<file path="config.mk">
export PLATFORM = sky130hd
export DESIGN_NAME = uart_rx
export DESIGN_NICKNAME = d
export VERILOG_FILES = /design/src/rtl/uart_pkg.sv /design/src/rtl/sync_2ff.sv /design/src/rtl/uart_rx.sv
export SDC_FILE = /design/constraint.sdc
export NUM_CORES = 1
export LEC_CHECK = 0
export ABC_AREA = 0
export CAP_MARGIN = 20
export CORE_ASPECT_RATIO = 1.75
export CORE_MARGIN = 3
export CORE_UTILIZATION = 30
export DETAILED_ROUTE_END_ITERATION = 7
export DONT_BUFFER_PORTS = 1
export GPL_TIMING_DRIVEN = 0
export PLACE_DENSITY = 0.55
export SLEW_MARGIN = 20
export SYNTH_ARGS = -nofsm -noshare
export SYNTH_HDL_FRONTEND = slang
export SYNTH_SLANG_ARGS = --single-unit
</file>
<file path="constraint.sdc">
create_clock -name clk -period 3.75 [get_ports clk]
set_input_delay 0.1875 -clock clk [delete_from_list [all_inputs] [get_ports clk]]
set_output_delay 0.1875 -clock clk [all_outputs]
set_load 0.03 [all_outputs]
</file>
<file path="src/rtl/uart_pkg.sv">
// Shared UART definitions: receiver FSM state encoding, oversampling constants and default
// frame-format parameters, also used by the future transmitter.
package uart_pkg;

   typedef enum logic [1:0] {
      IDLE,
      START,
      DATA,
      STOP
   } uart_rx_state_t;

   // s_tick periods per bit, and the s count at which the start bit is re-checked.
   localparam int unsigned OVERSAMPLE  = 16;
   localparam int unsigned MID_SAMPLE  = 7;

   localparam int unsigned DEF_DBIT    = 8;
   localparam int unsigned DEF_SB_TICK = 16;

endpackage

</file>
<file path="src/rtl/sync_2ff.sv">
// Two-flop synchronizer for a single asynchronous input.
//   clk_i   : destination clock
//   rst_i   : synchronous active-high reset; both flops load RESET_VAL
//   d_i     : asynchronous input
//   q_o     : synchronized output (2 clk latency)
module sync_2ff #(
   parameter logic RESET_VAL = 1'b0
) (
   input  logic clk_i,
   input  logic rst_i,
   input  logic d_i,
   output logic q_o
);

   logic meta_q;
   logic sync_q;

   always_ff @(posedge clk_i) begin
      if (rst_i) begin
         meta_q <= RESET_VAL;
         sync_q <= RESET_VAL;
      end else begin
         meta_q <= d_i;
         sync_q <= meta_q;
      end
   end

   assign q_o = sync_q;

endmodule

</file>
<file path="src/rtl/uart_rx.sv">
// UART receive engine: deserializes one start / DBIT data (LSB first) / stop frame from rx,
// oversampled by the 16x-baud s_tick enable.
//   clk          : system clock
//   reset        : synchronous active-high reset
//   rx           : asynchronous serial input, idle high
//   s_tick       : 16x-baud enable pulse, one clk wide
//   rx_done_tick : one-clk strobe, dout/frame_err updated
//   dout         : last received byte, zero-extended above DBIT-1
//   frame_err    : stop bit of the last completed frame sampled low
module uart_rx
   import uart_pkg::*;
#(
   parameter int unsigned DBIT    = DEF_DBIT,
   parameter int unsigned SB_TICK = DEF_SB_TICK
) (
   input  logic       clk,
   input  logic       reset,
   input  logic       rx,
   input  logic       s_tick,
   output logic       rx_done_tick,
   output logic [7:0] dout,
   output logic       frame_err
);

   logic rx_s;

   uart_rx_state_t  state_q, state_d;
   logic [4:0]      s_q, s_d;
   logic [2:0]      n_q, n_d;
   logic [DBIT-1:0] shift_q, shift_d;
   logic [7:0]      dout_q, dout_d;
   logic            ferr_q, ferr_d;
   logic            done_q, done_d;

   // Preset high so a reset never looks like a start edge.
   sync_2ff #(
      .RESET_VAL (1'b1)
   ) u_rx_sync (
      .clk_i (clk),
      .rst_i (reset),
      .d_i   (rx),
      .q_o   (rx_s)
   );

   always_ff @(posedge clk) begin
      if (reset) begin
         state_q <= IDLE;
         s_q     <= '0;
         n_q     <= '0;
         shift_q <= '0;
         dout_q  <= '0;
         ferr_q  <= 1'b0;
         done_q  <= 1'b0;
      end else begin
         state_q <= state_d;
         s_q     <= s_d;
         n_q     <= n_d;
         shift_q <= shift_d;
         dout_q  <= dout_d;
         ferr_q  <= ferr_d;
         done_q  <= done_d;
      end
   end

   always_comb begin
      state_d = state_q;
      s_d     = s_q;
      n_d     = n_q;
      shift_d = shift_q;
      dout_d  = dout_q;
      ferr_d  = ferr_q;
      done_d  = 1'b0;

      unique case (state_q)
         IDLE: begin
            // Reacts on any clk; a coincident s_tick is not counted.
            if (!rx_s) begin
               state_d = START;
               s_d     = '0;
            end
         end
         START: begin
            if (s_tick) begin
               if (s_q == 5'(MID_SAMPLE)) begin
                  if (!rx_s) begin
                     state_d = DATA;
                     s_d     = '0;
                     n_d     = '0;
                  end else begin
                     // Line back high at mid start bit: glitch, no frame.
                     state_d = IDLE;
                  end
               end else begin
                  s_d = s_q + 5'd1;
               end
            end
         end
         DATA: begin
            if (s_tick) begin
               if (s_q == 5'(OVERSAMPLE - 1)) begin
                  s_d     = '0;
                  shift_d = {rx_s, shift_q[DBIT-1:1]};
                  if (n_q == 3'(DBIT - 1)) begin
                     state_d = STOP;
                  end else begin
                     n_d = n_q + 3'd1;
                  end
               end else begin
                  s_d = s_q + 5'd1;
               end
            end
         end
         STOP: begin
            if (s_tick) begin
               if (s_q == 5'(SB_TICK - 1)) begin
                  state_d = IDLE;
                  dout_d  = 8'(shift_q);
                  ferr_d  = ~rx_s;
                  done_d  = 1'b1;
               end else begin
                  s_d = s_q + 5'd1;
               end
            end
         end
         default: state_d = IDLE;
      endcase
   end

   assign rx_done_tick = done_q;
   assign dout         = dout_q;
   assign frame_err    = ferr_q;

endmodule
</file>
## Yosys cells after proc, flatten, opt, wreduce, memory -nomap -nowiden

Cells that the tools add are included.

| cells by class | value |
|---|---|
| multiplexer cells | 26 |
| bitwise logic cells | 3 |
| equal/unequal tests | 17 |
| add/sub/neg operators | 2 |
| reductions and logical operators | 8 |

Operators with widths:

| kind | count |
|---|---|
| 2-to-1 mux 5 bit | 7 |
| inequality test 2 bit (second input constant) | 11 |
| one-hot mux 5 bit (4 select lines) | 1 |
| 2-to-1 mux 2 bit | 9 |
| 2-to-1 mux 3 bit | 6 |
| one-hot mux 2 bit (4 select lines) | 1 |
| AND reduction 8 bit | 1 |
| AND reduction 7 bit | 1 |
| one-hot mux 3 bit (2 select lines) | 1 |
| AND reduction 3 bit | 2 |
| adder 5 x 1 -> 5 bit (second input constant) | 1 |
| == test 5 x 3 -> 1 bit (second input constant) | 1 |
| == test 5 x 4 -> 1 bit (second input constant) | 1 |
| == test 2 bit (second input constant) | 2 |
| AND reduction 4 bit | 1 |
| adder 3 x 1 -> 3 bit (second input constant) | 1 |
| == test 3 bit (second input constant) | 1 |
| inverter 1 bit | 3 |
| OR reduction 3 bit | 1 |
| == test 2 x 1 -> 1 bit (second input constant) | 1 |
| logical NOT 2 bit | 1 |
| nonzero test 2 bit | 1 |
| 2-to-1 mux 1 bit | 1 |

| word-level totals | value |
|---|---|
| logic and storage cells | 65 |
| bits in registers | 30 |
| input port bits | 4 |

## Depth between registers and ports, before layout

Gate-level depths: netlist of run 1.

| logic depth | value |
|---|---|
| depth in word-level cells | 5 |
| mapped depth | 8 |

## By module

Synthesis of run 1 repeated with hierarchy kept, for this count alone.

| unflattened totals | value |
|---|---|
| cells, all modules | 145 |
| area, all modules | 1335.0 sq um |

By module, submodules not included:

| module | times used | cells an instance | area an instance (sq um) |
|---|---|---|---|
| uart_rx | 1 | 141 | 1282.5 |
| sync_2ff | 1 | 4 | 52.6 |

## Worst setup path after synthesis of run 1

Ideal clock, no wire load.

| timing path | value |
|---|---|
| kind | reg-to-reg |
| start | register s_q[0] |
| end | register n_q[0] |
| slack | 1.824 ns |
| stages on the path, launching flop included | 9 |
| required time | 3.622 ns |
| clock period less this slack | 1.926 ns |
| setup time | 0.128 ns |
| buffers on the path | 1 |
| arrival | 1.799 ns |
| cell sequence | dfxtp_1 ha_1 and3_1 ha_1 clkbuf_1 nand4b_2 o32ai_4 mux2i_1 nor2_1 |

| on the way | value |
|---|---|
| cells in the longest elaborated chain, start to end | 3 |
| elaborated cells on any way between the ends | 5 |
| classes of those cells | eq/ne (4); reduce/logical (1) |

RTL lines:

| item | line | source |
|---|---|---|
| start: declaration | uart_rx.sv:28 | `logic [4:0] s_q, s_d;` |
| start signal: assignment | uart_rx.sv:48 | `s_q <= '0;` |
| start signal: assignment | uart_rx.sv:56 | `s_q <= s_d;` |
| == test 5 x 4 -> 1 bit / == test 5 x 3 -> 1 bit (equally long branches) | uart_rx.sv:100, uart_rx.sv:84 |  |
| inequality test 2 bit (no source line) | n/a |  |
| AND reduction 7 bit (no source line) (*) | n/a |  |
| end signal: assignment | uart_rx.sv:57 | `n_q <= n_d;` |
| end: declaration | uart_rx.sv:29 | `logic [2:0] n_q, n_d;` |

Every way passes the cells marked *; elsewhere a longest branch is shown, timed or not.
A chain may end at the register's enable or synchronous reset.

## Final worst setup path of run 1

| timing path | value |
|---|---|
| start | register s_q[0] |
| end | register n_q[1] |

Same word-level chain as after synthesis.

==> impl_metrics.env, run 1 <==
export IMPL_place_area_um2=1409
export IMPL_seqPwrFrac_pct=53.3
export IMPL_clock_sinks=30
export IMPL_synth_commonest_cells="35 x nand2_1, 30 x dfxtp_1, 21 x a21oi_1"
export IMPL_post_route_min_period_ps=2257
export IMPL_path_buf_inv=1
export IMPL_dieArea_um2=5364
export IMPL_fp_dieH_um=94.66
export IMPL_drv_cap=0
export IMPL_status="finished clean"
export IMPL_drv_slew=0
export IMPL_finalSetupTns_ps=0
export IMPL_routed_wl_mm=2.529
export IMPL_slowest_stage="dfxtp_1"
export IMPL_gp_congestion=0.7365
export IMPL_first_iter_violations=35
export IMPL_synth_seq_area_share_pct=44.57
export IMPL_path_cells="ha_1 > and3_1 > ha_1 > clkbuf_1 > nand4b_2 > o32ai_4 > mux2i_1 > nor2_1"
export IMPL_io_pins=14
export IMPL_start_util_pct=31.87
export IMPL_critPathMostFrequentCell="ha_1"
export IMPL_htreeDepth=2
export IMPL_p_clk_share_pct=43.5
export IMPL_syn_nets=162
export IMPL_cts_resized=0
export IMPL_grt_usage_pct=10.26
export IMPL_ys_ff_latch=30
export IMPL_synth_edf_count=0
export IMPL_syn_area_um2=1348
export IMPL_crit_path_max_fanout=9
export IMPL_yosysTopAreaCellShare_pct=44.57
export IMPL_insertion_delay_ps=280
export IMPL_p_total_mw=0.6036
export IMPL_finish_net_count=169
export IMPL_port_buffers=0
export IMPL_fill_cells=445
export IMPL_slew_headroom_pct=71.53
export IMPL_critPathCaptureType="flip-flop"
export IMPL_yosys_warnings=0
export IMPL_viasPerCell=4.967
export IMPL_cpPeakStageDelay_ps=370
export IMPL_worstPathArrival_ps=2410
export IMPL_yosysMostFrequentCell="nand2_1"
export IMPL_grt_overflow=0
export IMPL_synthToLayoutAreaGrowth_pct=11.33
export IMPL_wl_per_cell_um=12.04
export IMPL_grt_pass1_wl_mm=4.236
export IMPL_ctsHoldBuffers=0
export IMPL_dp_hpwl_mm=1.919
export IMPL_synth_flop_cell="dfxtp_1"
export IMPL_startpoint_type="flip-flop"
export IMPL_antenna_found_initial=0
export IMPL_final_min_period_over_clock_period_pct=60.17
export IMPL_async_reset_ff_share_pct=0
export IMPL_cts_buffers_inserted=5
export IMPL_fmax_mhz=443.2
export IMPL_p_switching_mw=0.1291
export IMPL_clkTransAtPathRegs_ps=60
export IMPL_finalSetupViolations=0
export IMPL_grt_pass1_vias=977
export IMPL_die_w_um=56.67
export IMPL_p_comb_share_pct=3.1
export IMPL_synthCells=153
export IMPL_p_leak_nw=0.5373
export IMPL_finalHoldViolCount=0
export IMPL_cts_setup_buffers=0
export IMPL_crit_family="simple AND/OR/NAND/NOR gates"
export IMPL_diodes=0
export IMPL_yosys_area_top_type="dfxtp_1"
export IMPL_grt_max_degree=11
export IMPL_drtPass1Iterations=4
export IMPL_syn_area_per_cell_um2=8.807
export IMPL_worstPathRequired_ps=3900
export IMPL_ant_nets=0
export IMPL_drc=0
export IMPL_vias=1043
export IMPL_drive_gt1_share_pct=11.80
export IMPL_ir_drop_mv=0.2274
export IMPL_cts_tree="built"
export IMPL_cts_max_path_buffers=2
export IMPL_hold_path_class="input port to flip-flop"
export IMPL_swShare_pct=21.39
export IMPL_core_um2=4228
export IMPL_p_int_mw=0.4745
export IMPL_clock_skew_ps=7.076
export IMPL_worst_slew_pin_transition_ps=427.0
export IMPL_power_density_nw_per_um2=402.3
export IMPL_grt_setup_unrepaired="false"
export IMPL_synth_distinct_cells=37
export IMPL_synth_area_top_cells="dfxtp_1 45%, nand2_1 9.7%, a21oi_1 7.8%, ha_1 4.6%, mux2i_1 2.2%"
export IMPL_post_route_cell_area_um2=1500
export IMPL_critPathKind="flip-flop to flip-flop"
export IMPL_cts_root_buf="clkbuf_8"
export IMPL_rows=31
routing by layer:
layer | vias to the layer above | track usage [%] | routed length (um)
li1 | 543 | - | -
met5 | - | 0 | 0
met1 | 475 | 10.19 | 1036
met2 | 20 | 18.53 | 1312
met4 | 0 | 4.752 | 53
met3 | 5 | 3.830 | 126
final cells by class:
class                           instances  area (um^2)  share of cell area (%)
Clock buffer                            7        86.33                   5.755
Sequential cell                        30        600.6                   40.03
Clock inverter                          1        5.005                  0.3336
Multi-Input combinational cell        109        686.9                   45.79
Tap cell                               49        61.31                   4.087
Buffer                                  8        37.54                   2.502
Inverter                                6        22.52                   1.501
stage by stage:
stage	worst slack [ps]	hold WS (ps)	instances	util, %
6_report	1493	15.33	210	35.48
5_1_grt	1293	8.201	210	35.48
4_1_cts	1467	6.037	210	35.48
3_5_place_dp	1478	294.5	202	33.32
3_3_place_gp	1521	291.9	202	33.32
2_1_floorplan	1824	291.3	153	-
path summary, 6_finish.rpt:
kind                                     from                           to  slack, ps  cells past startpoint
setup / recovery          s_q[0]$_SDFFE_PP0P_          n_q[1]$_SDFFE_PP0P_       1490                      8
hold / removal                             rx  u_rx_sync.meta_q$_SDFF_PP1_         20                      1
setup reg to reg          s_q[0]$_SDFFE_PP0P_          n_q[1]$_SDFFE_PP0P_       1490                      8
hold reg to reg   u_rx_sync.meta_q$_SDFF_PP1_     u_rx_sync.q_o$_SDFF_PP1_        410                      1
power by group through the flow:
stage               clock network [mW]  logic [mW]  registers [mW]
floorplan                            0      0.0150           0.329
global placement                     0      0.0189           0.329
detailed placement                   0      0.0191           0.329
CTS                              0.271      0.0193           0.322
global route                     0.285      0.0215           0.322
finish                           0.263      0.0190           0.322
layout by cell type, fill, tap and decap left out, drive strengths merged, types with 2 or more instances in the layout:
cell	instances
nand2	35
dfxtp	30
a21oi	21
clkbuf	10
nor2	7
inv	6
ha	5
buf	5
nor2b	3
or2	3
mux2i	3
and3	2
nand4bb	2
nand3	2
a22o	2
nand4	2
a32o	2
and2	2
nor3b	2
a311oi	2
nand2b	2
cells by family after synthesis:
family | after synthesis | share of synthesized area, %
AND/OR/NAND/NOR | 65 | 25.44
buffers and inverters | 14 | 4.456
XOR/XNOR | 1 | 0.6501
AO/OA/AOI/OAI | 35 | 18.01
flip-flops | 30 | 44.57
multiplexers | 3 | 2.229
adder cells (fa/ha/maj) | 5 | 4.643
flip-flops by register name (all words and copies together) (netlist names), named ones only:
register	flops
shift_q	8
u_rx_sync.meta_q	1
state_q	1
dout	8
frame_err	1
n_q	3
s_q	5
u_rx_sync.q_o	1
rx_done_tick	1
worst reg2reg max path: stages (launching register included):
cell	delay, ps
dfxtp_1	370
ha_1	240
and3_1	200
ha_1	140
clkbuf_1	270
nand4b_2	330
o32ai_4	280
mux2i_1	240
nor2_1	60
Note: power is estimated with default switching activity, not from simulation.
==> inputs of run 2 (changes only) <==
==> constraint.sdc (replaced) <==
create_clock -name clk -period 2.1 [get_ports clk]
set_input_delay 0.105 -clock clk [delete_from_list [all_inputs] [get_ports clk]]
set_output_delay 0.105 -clock clk [all_outputs]
set_load 0.03 [all_outputs]
==> run 2 against run 1 <==
Net effect:
- first-iteration DRC count fell by 29%
- sequential share of layout area fell by 0.85 points
- worst setup slack got worse by 1300 ps
- die area did not move
- critical endpoint unchanged
==> impl_metrics.env, run 2 (same netlist as run 1, synthesis figures left out) <==
export IMPL_worstPathArrival_ps=2080
export IMPL_grt_pass1_vias=994
export IMPL_holdPathEnd="s_q[1]$_SDFFE_PP0P_"
export IMPL_die_w_um=56.67
export IMPL_slew_headroom_pct=71.94
export IMPL_timing_rr_start="s_q[0]$_SDFFE_PP0P_"
export IMPL_antenna_found_initial=0
export IMPL_rows=31
export IMPL_clock_sinks=30
export IMPL_setup_reg_to_reg_worst_slack_ps=170
export IMPL_whs_ps=86.53
export IMPL_finalSetupViolations=0
export IMPL_regToRegEndpoint="n_q[1]$_SDFFE_PP0P_"
export IMPL_cts_max_path_buffers=2
export IMPL_routed_wl_mm=2.571
export IMPL_final_min_period_over_clock_period_pct=91.88
export IMPL_fmax_mhz=518.3
export IMPL_drv_cap=0
export IMPL_finish_net_count=169
export IMPL_p_leak_nw=0.5504
export IMPL_grt_overflow=0
export IMPL_drc=0
export IMPL_diodes=0
export IMPL_critPathCaptureType="flip-flop"
export IMPL_cts_buffers_inserted=5
export IMPL_dieArea_um2=5364
export IMPL_io_pins=14
export IMPL_synthToLayoutAreaGrowth_pct=13.74
export IMPL_grt_max_degree=11
export IMPL_vias=1047
export IMPL_post_route_min_period_ps=1930
export IMPL_wl_per_cell_um=12.24
export IMPL_drive_gt1_share_pct=12.42
export IMPL_drtPass1Iterations=2
export IMPL_finalHoldViolCount=0
export IMPL_post_place_cells=202
export IMPL_clkTransAtPathRegs_ps=60
export IMPL_critPathKind="flip-flop to flip-flop"
export IMPL_holdPathStages=2
export IMPL_clock_skew_ps=6.379
export IMPL_worst_slew_pin_transition_ps=420.9
export IMPL_status="finished clean"
export IMPL_worstPathRequired_ps=2250
export IMPL_dp_hpwl_mm=1.919
export IMPL_final_cells=210
export IMPL_ir_drop_mv=0.4059
export IMPL_first_iter_violations=25
export IMPL_r2r_cells=7
export IMPL_viasPerCell=4.986
export IMPL_grt_pass1_wl_mm=4.333
export IMPL_fp_dieH_um=94.66
export IMPL_final_cell_mix="35 x nand2_1, 30 x dfxtp_1, 21 x a21oi_1"
export IMPL_hold_path_class="input port to flip-flop"
export IMPL_ant_nets=0
export IMPL_power_density_nw_per_um2=704.9
export IMPL_startpoint_type="flip-flop"
export IMPL_crit_path_max_fanout=9
export IMPL_grt_setup_unrepaired="false"
export IMPL_cts_root_buf="clkbuf_8"
export IMPL_core_um2=4228
export IMPL_grt_usage_pct=10.54
export IMPL_cts_setup_buffers=0
export IMPL_insertion_delay_ps=280
export IMPL_port_buffers=0
export IMPL_mostFrequentLayoutCell="nand2_1"
export IMPL_gp_congestion=0.7365
export IMPL_drv_slew=0
export IMPL_htreeDepth=2
export IMPL_start_util_pct=31.87
export IMPL_worstHoldStart="reset"
export IMPL_cts_tree="built"
==> run 2: power by group <==
part	total [mW]	switching [mW]	internal (mW)	leakage, nW
sequential	0.575	0.00182	0.573	0.242
clock	0.469	0.205	0.264	0.0482
combinational	0.0365	0.0241	0.0124	0.260
==> run 2: final cells by class <==
type                    instances  area (um^2)
flip-flops and latches         30        600.6
well taps                      49        61.31
clock buffers                   7        86.33
repair buffers                  1        10.01
inverters                       6        22.52
plain buffers                   7        33.78
clock inverters                 1        5.005
multi-input cells             109        713.2
fillers                       439         2695
==> run 2: how the worst max path moves through the flow <==
stage                             start             endpoint  slack [ps]  cells after the start
floorplan           s_q[0]$_SDFFE_PP0P_  n_q[0]$_SDFFE_PP0P_         170                      8
global placement    s_q[0]$_SDFFE_PP0P_  n_q[1]$_SDFFE_PP0P_        -130                      8
CTS                 s_q[0]$_SDFFE_PP0P_  n_q[1]$_SDFFE_PP0P_          20                      7
detailed placement  s_q[0]$_SDFFE_PP0P_  n_q[1]$_SDFFE_PP0P_        -170                      8
global route        s_q[0]$_SDFFE_PP0P_  n_q[1]$_SDFFE_PP0P_          20                      7
finish              s_q[0]$_SDFFE_PP0P_  n_q[1]$_SDFFE_PP0P_         170                      7
==> run 2: worst max-delay path: stages (launching register included) <==
cell      delay, ps
dfxtp_1         370
ha_1            240
and3_1          240
ha_4            200
nand4b_4        210
o32ai_4         240
mux2i_1         240
nor2_1           60
==> run 2: layer usage <==
layer  vias to the layer above  global-route usage [%]  wire length (um)
met4                         0                   4.752                50
li1                        544                       -                 -
met5                         -                       0                 0
met2                        16                   19.40              1357
met3                         5                   3.830               113
met1                       482                   10.28              1050
==> run 2: timing repair <==
item	4_1_cts	5_1_grt
gates resized for setup	2	2
endpoints found under the setup margin	5	17
hold endpoints to repair	1	0
hold buffers	1	0
==> run 2: stage by stage <==
stage | utilization [%] | total power, mW | area (um^2) | setup WS [ps] | setup TNS [ps]
final | 36.25 | 1.080 | 1533 | 170.5 | 0
after global routing | 36.25 | 1.126 | 1533 | 17.93 | 0
after detailed placement | 33.32 | 0.6214 | 1409 | -172.2 | -483.2
after CTS | 35.96 | 1.096 | 1520 | 22.56 | 0
after floorplan | - | 0.6135 | 1348 | 173.6 | 0
after global placement | 33.32 | 0.6211 | 1409 | -129.0 | -375.2
==> inputs of run 3 (changes only) <==
--- a/config.mk
+++ b/config.mk
@@ -13,7 +13,7 @@
 export DETAILED_ROUTE_END_ITERATION = 7
 export DONT_BUFFER_PORTS = 1
 export GPL_TIMING_DRIVEN = 0
-export PLACE_DENSITY = 0.55
+export PLACE_DENSITY = 0.42
 export SLEW_MARGIN = 20
 export SYNTH_ARGS = -nofsm -noshare
 export SYNTH_HDL_FRONTEND = slang
==> run 3 against run 2 <==
Net effect:
- hold slack got worse by 5.7 ps
- total power increased by 0.55%
- cell count unchanged
- worst setup slack improved by 1.8 ps
- core utilization unchanged
- combinational power increased by 1%
- design area unchanged
- maximum frequency about the same
- sequential share of layout area unchanged
- clock power increased by 1%
- critical path type unchanged
- critical endpoint is now n_q[2]$_SDFFE_PP0P_
==> impl_metrics.env, run 3 (same netlist as run 1, synthesis figures left out) <==
export IMPL_worstPathArrival_ps=2080
export IMPL_p_total_mw=1.086
export IMPL_whs_ps=80.84
export IMPL_antenna_found_initial=0
export IMPL_synthToLayoutAreaGrowth_pct=13.74
export IMPL_cts_max_path_buffers=2
export IMPL_slowest_stage="dfxtp_1"
export IMPL_gp_congestion=0.6896
export IMPL_insertion_delay_ps=270
export IMPL_dp_hpwl_mm=2.066
export IMPL_slew_headroom_pct=70.77
export IMPL_holdPathStages=2
export IMPL_r2r_cells=7
export IMPL_critPathKind="flip-flop to flip-flop"
export IMPL_diodes=0
export IMPL_first_iter_violations=12
export IMPL_critPathCaptureType="flip-flop"
export IMPL_drive_gt1_share_pct=12.42
export IMPL_grt_usage_pct=10.96
export IMPL_fp_dieH_um=94.66
export IMPL_clock_skew_ps=1.784
export IMPL_startpoint_type="flip-flop"
export IMPL_dieArea_um2=5364
export IMPL_finish_net_count=169
export IMPL_grt_pass1_wl_mm=4.471
export IMPL_vias=1044
export IMPL_cts_root_buf="clkbuf_8"
export IMPL_io_pins=14
export IMPL_clock_sinks=30
export IMPL_post_route_cell_area_um2=1533
export IMPL_drc=0
export IMPL_worst_slew_pin_transition_ps=438.5
export IMPL_postLayoutCoreUtil_pct=36.25
export IMPL_finalHoldViolCount=0
export IMPL_place_area_um2=1409
export IMPL_final_cells=210
export IMPL_wl_per_cell_um=13.13
export IMPL_crit_path_max_fanout=9
export IMPL_grt_pass1_vias=969
export IMPL_hold_path_class="input port to flip-flop"
export IMPL_die_w_um=56.67
export IMPL_htreeDepth=2
export IMPL_finalSetupViolations=0
export IMPL_cts_buffers_inserted=5
export IMPL_ant_nets=0
export IMPL_rows=31
export IMPL_clkTransAtPathRegs_ps=60
export IMPL_status="finished clean"
export IMPL_port_buffers=0
export IMPL_cpPeakStageDelay_ps=380
export IMPL_worstPathRequired_ps=2250
export IMPL_ir_drop_mv=0.4757
export IMPL_finalSetupTns_ps=0
export IMPL_p_leak_nw=0.5504
export IMPL_setup_ws_ps=172.3
export IMPL_drtPass1Iterations=4
export IMPL_viasPerCell=4.971
export IMPL_drv_cap=0
export IMPL_drv_slew=0
export IMPL_cts_tree="built"
export IMPL_mostFrequentLayoutCell="nand2_1"
export IMPL_final_cell_mix="35 x nand2_1, 30 x dfxtp_1, 21 x a21oi_1"
export IMPL_cts_setup_buffers=0
export IMPL_grt_overflow=0
export IMPL_routed_wl_mm=2.758
export IMPL_path_cells="ha_1 > and3_1 > ha_4 > nand4b_4 > o32ai_4 > mux2i_1 > nor2_1"
export IMPL_post_place_cells=202
export IMPL_fmax_mhz=518.8
export IMPL_final_min_period_over_clock_period_pct=91.79
export IMPL_grt_setup_unrepaired="false"
export IMPL_core_um2=4228
export IMPL_grt_max_degree=11
export IMPL_start_util_pct=31.87
export IMPL_post_route_min_period_ps=1928
export IMPL_power_density_nw_per_um2=708.7
export IMPL_post_place_ws_ps=-211.9
run 3: area by class of cell:
cell class | count | area, um^2
fill | 449 | 2695
buffer | 7 | 33.78
tap | 49 | 61.31
clock buffer | 7 | 86.33
timing repair buffer | 1 | 10.01
multi-input combinational | 109 | 713.2
inverter | 6 | 22.52
sequential | 30 | 600.6
clock inverter | 1 | 5.005
run 3: path summary, 6_finish.rpt:
path,start,endpoint,slack [ps]
worst max register to register,s_q[0]$_SDFFE_PP0P_,n_q[2]$_SDFFE_PP0P_,170
worst min-delay path,reset,s_q[1]$_SDFFE_PP0P_,80
worst max-delay path,s_q[0]$_SDFFE_PP0P_,n_q[2]$_SDFFE_PP0P_,170
worst min register to register,u_rx_sync.meta_q$_SDFF_PP1_,u_rx_sync.q_o$_SDFF_PP1_,410
run 3: report_power, final:
group | total (mW) | switching (mW) | internal (mW)
registers | 0.575 | 0.00193 | 0.573
logic | 0.0370 | 0.0246 | 0.0124
clock network | 0.475 | 0.211 | 0.264
run 3: what timing repair did:
item,CTS,global route
gates resized for setup,3,1
endpoints found under the setup margin,13,3
endpoints found under the hold margin,1,0
hold buffers,1,0
run 3: worst max-delay path: cells and delay by family (launching register included):
family                     cells  cell delay, ps
AOI/OAI and AO/OA              1             240
adders and majority gates      2             460
DFF                            1             380
muxes                          1             230
and+or+nand+nor                3             490
run 3: per-layer routing:
| metal | up-vias | track usage (%) | part of all wire (%) |
|---|---|---|---|
| met5 | - | 0 | 0 |
| met3 | 6 | 3.283 | 4.1 |
| li1 | 538 | - | - |
| met4 | 0 | 6.535 | 2.6 |
| met1 | 481 | 9.842 | 40 |
| met2 | 19 | 20.85 | 54 |
